`config.mk`:
```
export PLATFORM = sky130hd
export DESIGN_NAME = stack_ctrl
export DESIGN_NICKNAME = d
export VERILOG_FILES = /design/src/rtl/stack_ctrl.sv
export SDC_FILE = /design/constraint.sdc
export NUM_CORES = 1
export LEC_CHECK = 0
export CELL_PAD_IN_SITES_DETAIL_PLACEMENT = 1
export CELL_PAD_IN_SITES_GLOBAL_PLACEMENT = 1
export CORE_UTILIZATION = 25
export DETAILED_ROUTE_END_ITERATION = 12
export HOLD_SLACK_MARGIN = 0.02
export PLACE_DENSITY = 0.81
export SLEW_MARGIN = 10
export SYNTH_ARGS = -nofsm -noshare
export SYNTH_HDL_FRONTEND = slang
export SYNTH_SLANG_ARGS = --single-unit
```
`constraint.sdc`:
```
create_clock -name clk -period 3.01 [get_ports clk]
set_input_delay 0.7525 -clock clk [delete_from_list [all_inputs] [get_ports clk]]
set_output_delay 0.7525 -clock clk [all_outputs]
set_load 0.02 [all_outputs]
```
`src/rtl/stack_ctrl.sv`:
```
// stack_ctrl -- multi-register save/restore sequencer for the CPU hardware stack.
//
// Takes one command carrying a register mask and walks it one register per
// cycle: SAVE pushes registers to the stack in ascending order, RESTORE pops
// them back in descending order, so a SAVE followed by a RESTORE with the same
// mask restores every register exactly. Stack occupancy is tracked locally.
//
// Optional build macro:
//   STACK_CTRL_GUARD_EN  when defined, overflow/underflow are detected. The
//                        offending step is suppressed, err_irq and done pulse,
//                        and the command aborts. When undefined, every step is
//                        issued, count wraps modulo 2**CW and err_irq stays 0.
//
// Ports:
//   clk, reset           clock, asynchronous active-high reset (shared with stack)
//   cmd_valid/cmd_ready  command handshake; ready only in IDLE
//   cmd_op               0 = SAVE (push), 1 = RESTORE (pop)
//   cmd_mask             registers to transfer, bit i = register i
//   rf_raddr/rf_rdata    register-file read port (combinational read data)
//   rf_we/rf_waddr/rf_wdata  register-file write port (restore path)
//   stk_d/stk_push       stack push data and strobe
//   stk_pop/stk_q        stack pop strobe; stk_q valid the cycle after a pop
//   busy                 high whenever not IDLE (CPU stall)
//   count                stack occupancy, 0..DEPTH
//   done                 one-cycle pulse on command completion
//   err_irq              one-cycle pulse on overflow/underflow abort
module stack_ctrl #(
  parameter int DEPTH = 128,
  parameter int NREGS = 16
) (
  input  logic                       clk,
  input  logic                       reset,
  input  logic                       cmd_valid,
  output logic                       cmd_ready,
  input  logic                       cmd_op,
  input  logic [NREGS-1:0]           cmd_mask,
  output logic [$clog2(NREGS)-1:0]   rf_raddr,
  input  logic [31:0]                rf_rdata,
  output logic                       rf_we,
  output logic [$clog2(NREGS)-1:0]   rf_waddr,
  output logic [31:0]                rf_wdata,
  output logic [31:0]                stk_d,
  output logic                       stk_push,
  output logic                       stk_pop,
  input  logic [31:0]                stk_q,
  output logic                       busy,
  output logic [$clog2(DEPTH+1)-1:0] count,
  output logic                       done,
  output logic                       err_irq
);

  localparam int AW = $clog2(NREGS);
  localparam int CW = $clog2(DEPTH+1);

  typedef enum logic [1:0] {IDLE, SAVE, RESTORE, DRAIN} state_t;

  state_t           state_reg, state_next;
  logic [NREGS-1:0] mask_reg, mask_next;
  logic [CW-1:0]    count_reg, count_next;
  logic [AW-1:0]    pend_addr_reg, pend_addr_next;
  logic             wr_pend_reg, wr_pend_next;
  logic             done_reg, done_next;
  logic             err_reg, err_next;

  logic [AW-1:0]    lo_idx, hi_idx;
  logic [NREGS-1:0] lo_clr, hi_clr;
  logic             full, empty;

`ifdef STACK_CTRL_GUARD_EN
  assign full  = (count_reg == CW'(DEPTH));
  assign empty = (count_reg == '0);
`else
  // Unguarded build: no step is ever refused, so err_reg stays constant 0.
  assign full  = 1'b0;
  assign empty = 1'b0;
`endif

  // Lowest set bit (SAVE order): scan downwards so the last hit is the lowest.
  always_comb begin
    lo_idx = '0;
    for (int i = NREGS - 1; i >= 0; i--) begin
      if (mask_reg[i]) lo_idx = AW'(i);
    end
  end

  // Highest set bit (RESTORE order): scan upwards so the last hit is the highest.
  always_comb begin
    hi_idx = '0;
    for (int i = 0; i < NREGS; i++) begin
      if (mask_reg[i]) hi_idx = AW'(i);
    end
  end

  assign lo_clr = mask_reg & ~(NREGS'(1) << lo_idx);
  assign hi_clr = mask_reg & ~(NREGS'(1) << hi_idx);

  always_ff @(posedge clk or posedge reset) begin
    if (reset) begin
      state_reg     <= IDLE;
      mask_reg      <= '0;
      count_reg     <= '0;
      pend_addr_reg <= '0;
      wr_pend_reg   <= 1'b0;
      done_reg      <= 1'b0;
      err_reg       <= 1'b0;
    end else begin
      state_reg     <= state_next;
      mask_reg      <= mask_next;
      count_reg     <= count_next;
      pend_addr_reg <= pend_addr_next;
      wr_pend_reg   <= wr_pend_next;
      done_reg      <= done_next;
      err_reg       <= err_next;
    end
  end

  always_comb begin
    state_next     = state_reg;
    mask_next      = mask_reg;
    count_next     = count_reg;
    pend_addr_next = pend_addr_reg;
    wr_pend_next   = 1'b0;
    done_next      = 1'b0;
    err_next       = 1'b0;
    rf_raddr       = '0;
    stk_d          = '0;
    stk_push       = 1'b0;
    stk_pop        = 1'b0;

    unique case (state_reg)
      IDLE: begin
        if (cmd_valid) begin
          if (cmd_mask == '0) begin
            // Empty command completes immediately without touching the stack.
            done_next = 1'b1;
          end else begin
            mask_next  = cmd_mask;
            state_next = cmd_op ? RESTORE : SAVE;
          end
        end
      end

      SAVE: begin
        rf_raddr = lo_idx;
        if (full) begin
          state_next = IDLE;
          mask_next  = '0;
          done_next  = 1'b1;
          err_next   = 1'b1;
        end else begin
          stk_d      = rf_rdata;
          stk_push   = 1'b1;
          mask_next  = lo_clr;
          count_next = count_reg + CW'(1);
          if (lo_clr == '0) begin
            state_next = IDLE;
            done_next  = 1'b1;
          end
        end
      end

      RESTORE: begin
        // A refused pop needs no DRAIN: the previous pop's write lands in
        // this same cycle through the independent write path.
        if (empty) begin
          state_next = IDLE;
          mask_next  = '0;
          done_next  = 1'b1;
          err_next   = 1'b1;
        end else begin
          stk_pop        = 1'b1;
          wr_pend_next   = 1'b1;
          pend_addr_next = hi_idx;
          mask_next      = hi_clr;
          count_next     = count_reg - CW'(1);
          if (hi_clr == '0) state_next = DRAIN;
        end
      end

      DRAIN: begin
        state_next = IDLE;
        done_next  = 1'b1;
      end

      default: state_next = IDLE;
    endcase
  end

  // Write path: stk_q is valid the cycle after each pop, so the register
  // write trails the pop by one cycle and overlaps the next pop.
  assign rf_we    = wr_pend_reg;
  assign rf_waddr = wr_pend_reg ? pend_addr_reg : '0;
  assign rf_wdata = wr_pend_reg ? stk_q : '0;

  assign cmd_ready = (state_reg == IDLE);
  assign busy      = (state_reg != IDLE);
  assign count     = count_reg;
  assign done      = done_reg;
  assign err_irq   = err_reg;

endmodule

```
==> run_results.csv <==
group,metric,value,unit
pwr,total_power,6.26,mW
synthesis,avgSynthCellArea,8.17,sq um
final_layout,fin_cells,745,
routing,first_pass_iters,5,
final_layout,synthToLayoutAreaGrowth,73.8,%
run_status,status,"finished clean",
cts,cts_hold_buf,0,
synthesis,synth_top_area_cell,"dfrtp_1",
routing,antenna_left,0,
worst_setup_path,r2r_start,"mask_reg[5]",
routing,wl_per_cell,17.7,microns
floorplan,dieArea,12900,sq um
worst_setup_path,worst-r2r-setup-slack,360,ps
final_layout,final_area,5410,sq um
worst_setup_path,worstPathRequired,2260,ps
synthesis,ys.flop_type,"dfrtp_1",
pwr,peakVddDrop,0.377,mV
sta,worst_pin_slew,761,ps
routing,wl,13200,microns
worst_setup_path,start_kind,"flip-flop",
synthesis,seq_area_frac_synth,0.257,
grt,grt_max_degree,43,
synthesis,ys_warn_count,0,
worst_setup_path,crit_buf_inv,2,
grt,gr-total-overflow,0,
sta,max_freq,348,MHz
pwr,powerDensity,1160,nW/um^2
final_layout,n_antenna_cell,0,
placed_design,hpwl,10500,microns
floorplan,row_count,40,
sta,hold-worst-slack,486,ps
floorplan,core_area,12100,sq um
worst_setup_path,crit_path_max_incr_delay,620,ps
synthesis,synth_most_common_cell,"and2_1",
grt,grt_use_total,0.205,
hold_path,hold_start,"count[7]",
worst_setup_path,arrival,2120,ps
grt,grt_pass1_vias,4006,
synthesis,synth.cell_area,3110,sq um
synthesis,synth_area_leaders,"dfrtp_1 (26%), and2_1 (14%), ha_1 (4.0%)",
synthesis,ys_top_cells_by_count,"and2_1 (71), dfrtp_1 (32), nor2_1 (28), nand2_1 (25), a21oi_1 (23)",
routing,avgViaCountPerCell,5.10,
sta,fin_crit,2880,ps
final_layout,nFillCells,1425,
synthesis,synthCells,381,
cts,cts_max_level,2,
sta,skew,6.61,ps
cts,cts_tree,"yes",
placed_design,dp.cells,734,
floorplan,die_x,114,microns
routing,via_count,3802,
worst_setup_path,path_delay_family,"buffers and inverters",
worst_setup_path,path_class,"flip-flop to primary output",
cts,cts_sinks,32,
final_layout,largest_reg_flops,16,
job,maxCapViolCount,0,
sta,drv_slew,0,
cts,clock_latency,280,ps
routing,drt_iter0_drc,331,
worst_setup_path,slowest_stage,"clkdlybuf4s50_1",
worst_setup_path,crit_chain,"buf_4, nor4_4, nand2b_1, a21oi_1, clkdlybuf4s50_1",
sta,timing.final.crit_share,0.956,
cts,cts_inserted_buffers,5,
pwr,power_leakage,2.20,nW
floorplan,start_util,0.258,
synthesis,synth_top_area_frac,0.257,
sta,slew_headroom,0.493,
synthesis,synth-edff-count,0,
floorplan,die_h,114,microns
placed_design,placed_area,5170,sq um
floorplan,ios,171,
cts,clk_pin_slew,60,ps
placed_design,io_buffers,169,
cts,cts.path.max_buffers,2,
synthesis,syn-num-nets,476,
worst_setup_path,worstSetupEndpointType,"primary output",
grt,grt_pass1_wl,20800,microns
worst_setup_path,crit_fanout,4,
sta,setup_violations,0,
synthesis,ys_ff_latch,32,
final_layout,drive_gt1_frac,0.137,
hold_path,holdCritPathClass,"flip-flop to flip-flop",
sta,rsz0062_at_grt,"no",
sta,hold_violations,0,
final_layout,nNetsFinal,671,
cts,root_buffer,"clkbuf_16",
worst_setup_path,crit_start,"mask_reg[8]",
routing,drc,0,
synthesis,ys_types,67,
grt,grt_antenna_before_repair,0,
synthesis,async_reset_ff_frac,1.00,
placed_design,gp_congestion,0.899,
==> area by class of cell <==
cell class | count | area (sq um) | share of cell area
multi-input combinational | 311 | 2150 | 0.397
timing repair buffer | 213 | 2020 | 0.373
sequential | 32 | 802 | 0.148
tap | 168 | 210 | 0.0389
clock buffer | 7 | 153 | 0.0282
inverter | 13 | 48.8 | 0.00902
clock inverter | 1 | 30.0 | 0.00555
==> worst paths after layout <==
check | end | cells past startpoint
worst min register to register | count[7] | 1
min in group asynchronous | mask_reg[13] | 3
worst max register to register | state_reg[1] | 10
max in group asynchronous | mask_reg[11] | 3
worst max-delay path | rf_raddr[2] | 5
worst min-delay path | count[7] | 1
==> layout by cell type (no fill, tap or decap), drive strengths merged, types with 3 or more instances in the layout <==
| cell | count |
|---|---|
| or2 | 4 |
| and2 | 71 |
| nor2 | 29 |
| a22o | 8 |
| or3 | 3 |
| a221o | 5 |
| nor2b | 5 |
| clkbuf | 7 |
| a31oi | 13 |
| a21oi | 25 |
| nand2b | 6 |
| o21ai | 21 |
| nor4 | 7 |
| nand2 | 26 |
| dfrtp | 32 |
| o211ai | 7 |
| a21o | 7 |
| nor3 | 5 |
| xnor2 | 6 |
| mux2i | 3 |
| mux2 | 5 |
| inv | 13 |
| nand3 | 7 |
| a22oi | 3 |
| buf | 44 |
| ha | 10 |
| clkdlybuf4s50 | 167 |
==> power by group <==
| part | internal, mW | leakage [nW] | switching, mW | total [mW] |
|---|---|---|---|---|
| clock | 0.436 | 0.0901 | 0.193 | 0.629 |
| sequential | 0.650 | 0.385 | 0.304 | 0.954 |
| combinational | 2.15 | 1.72 | 2.53 | 4.67 |
| total | 3.23 | 2.20 | 3.02 | 6.26 |
==> per-layer routing <==
metal | routed length (microns) | GRT usage | up-vias
li1 | - | - | 1744
met1 | 5100 | 0.236 | 1799
met2 | 6410 | 0.359 | 226
met3 | 1250 | 0.0574 | 33
met4 | 397 | 0.0798 | 0
met5 | 0 | 0 | -
==> what timing repair did <==
item	4_1_cts	5_1_grt
setup endpoints to repair	4	20
pin swaps	0	2
gates cloned	0	0
setup buffers	0	3
gates resized for setup	6	3
==> logic make-up (layout without fill, tap and decap cells) <==
family	count (synthesis)	in the layout	synth area share
simple gates	175	175	0.332
buf+inv	38	234	0.0659
fa+ha+maj	11	11	0.0466
mux	8	8	0.0277
flops	32	32	0.257
compound gates	108	108	0.247
xor+xnor	8	8	0.0225
other cells	1	1	0.00120
==> per-stage QoR <==
step / TNS (ps) / worst slack (ps) / utilization
CTS: 0 / 6.58 / 0.445
global placement: -1360 / -150 / 0.428
detailed placement: -2940 / -277 / 0.428
floorplan: 0 / 12.3 / -
global route: 0 / 26.3 / 0.449
finish: 0 / 134 / 0.449
Power figures use the tool's default switching activity.
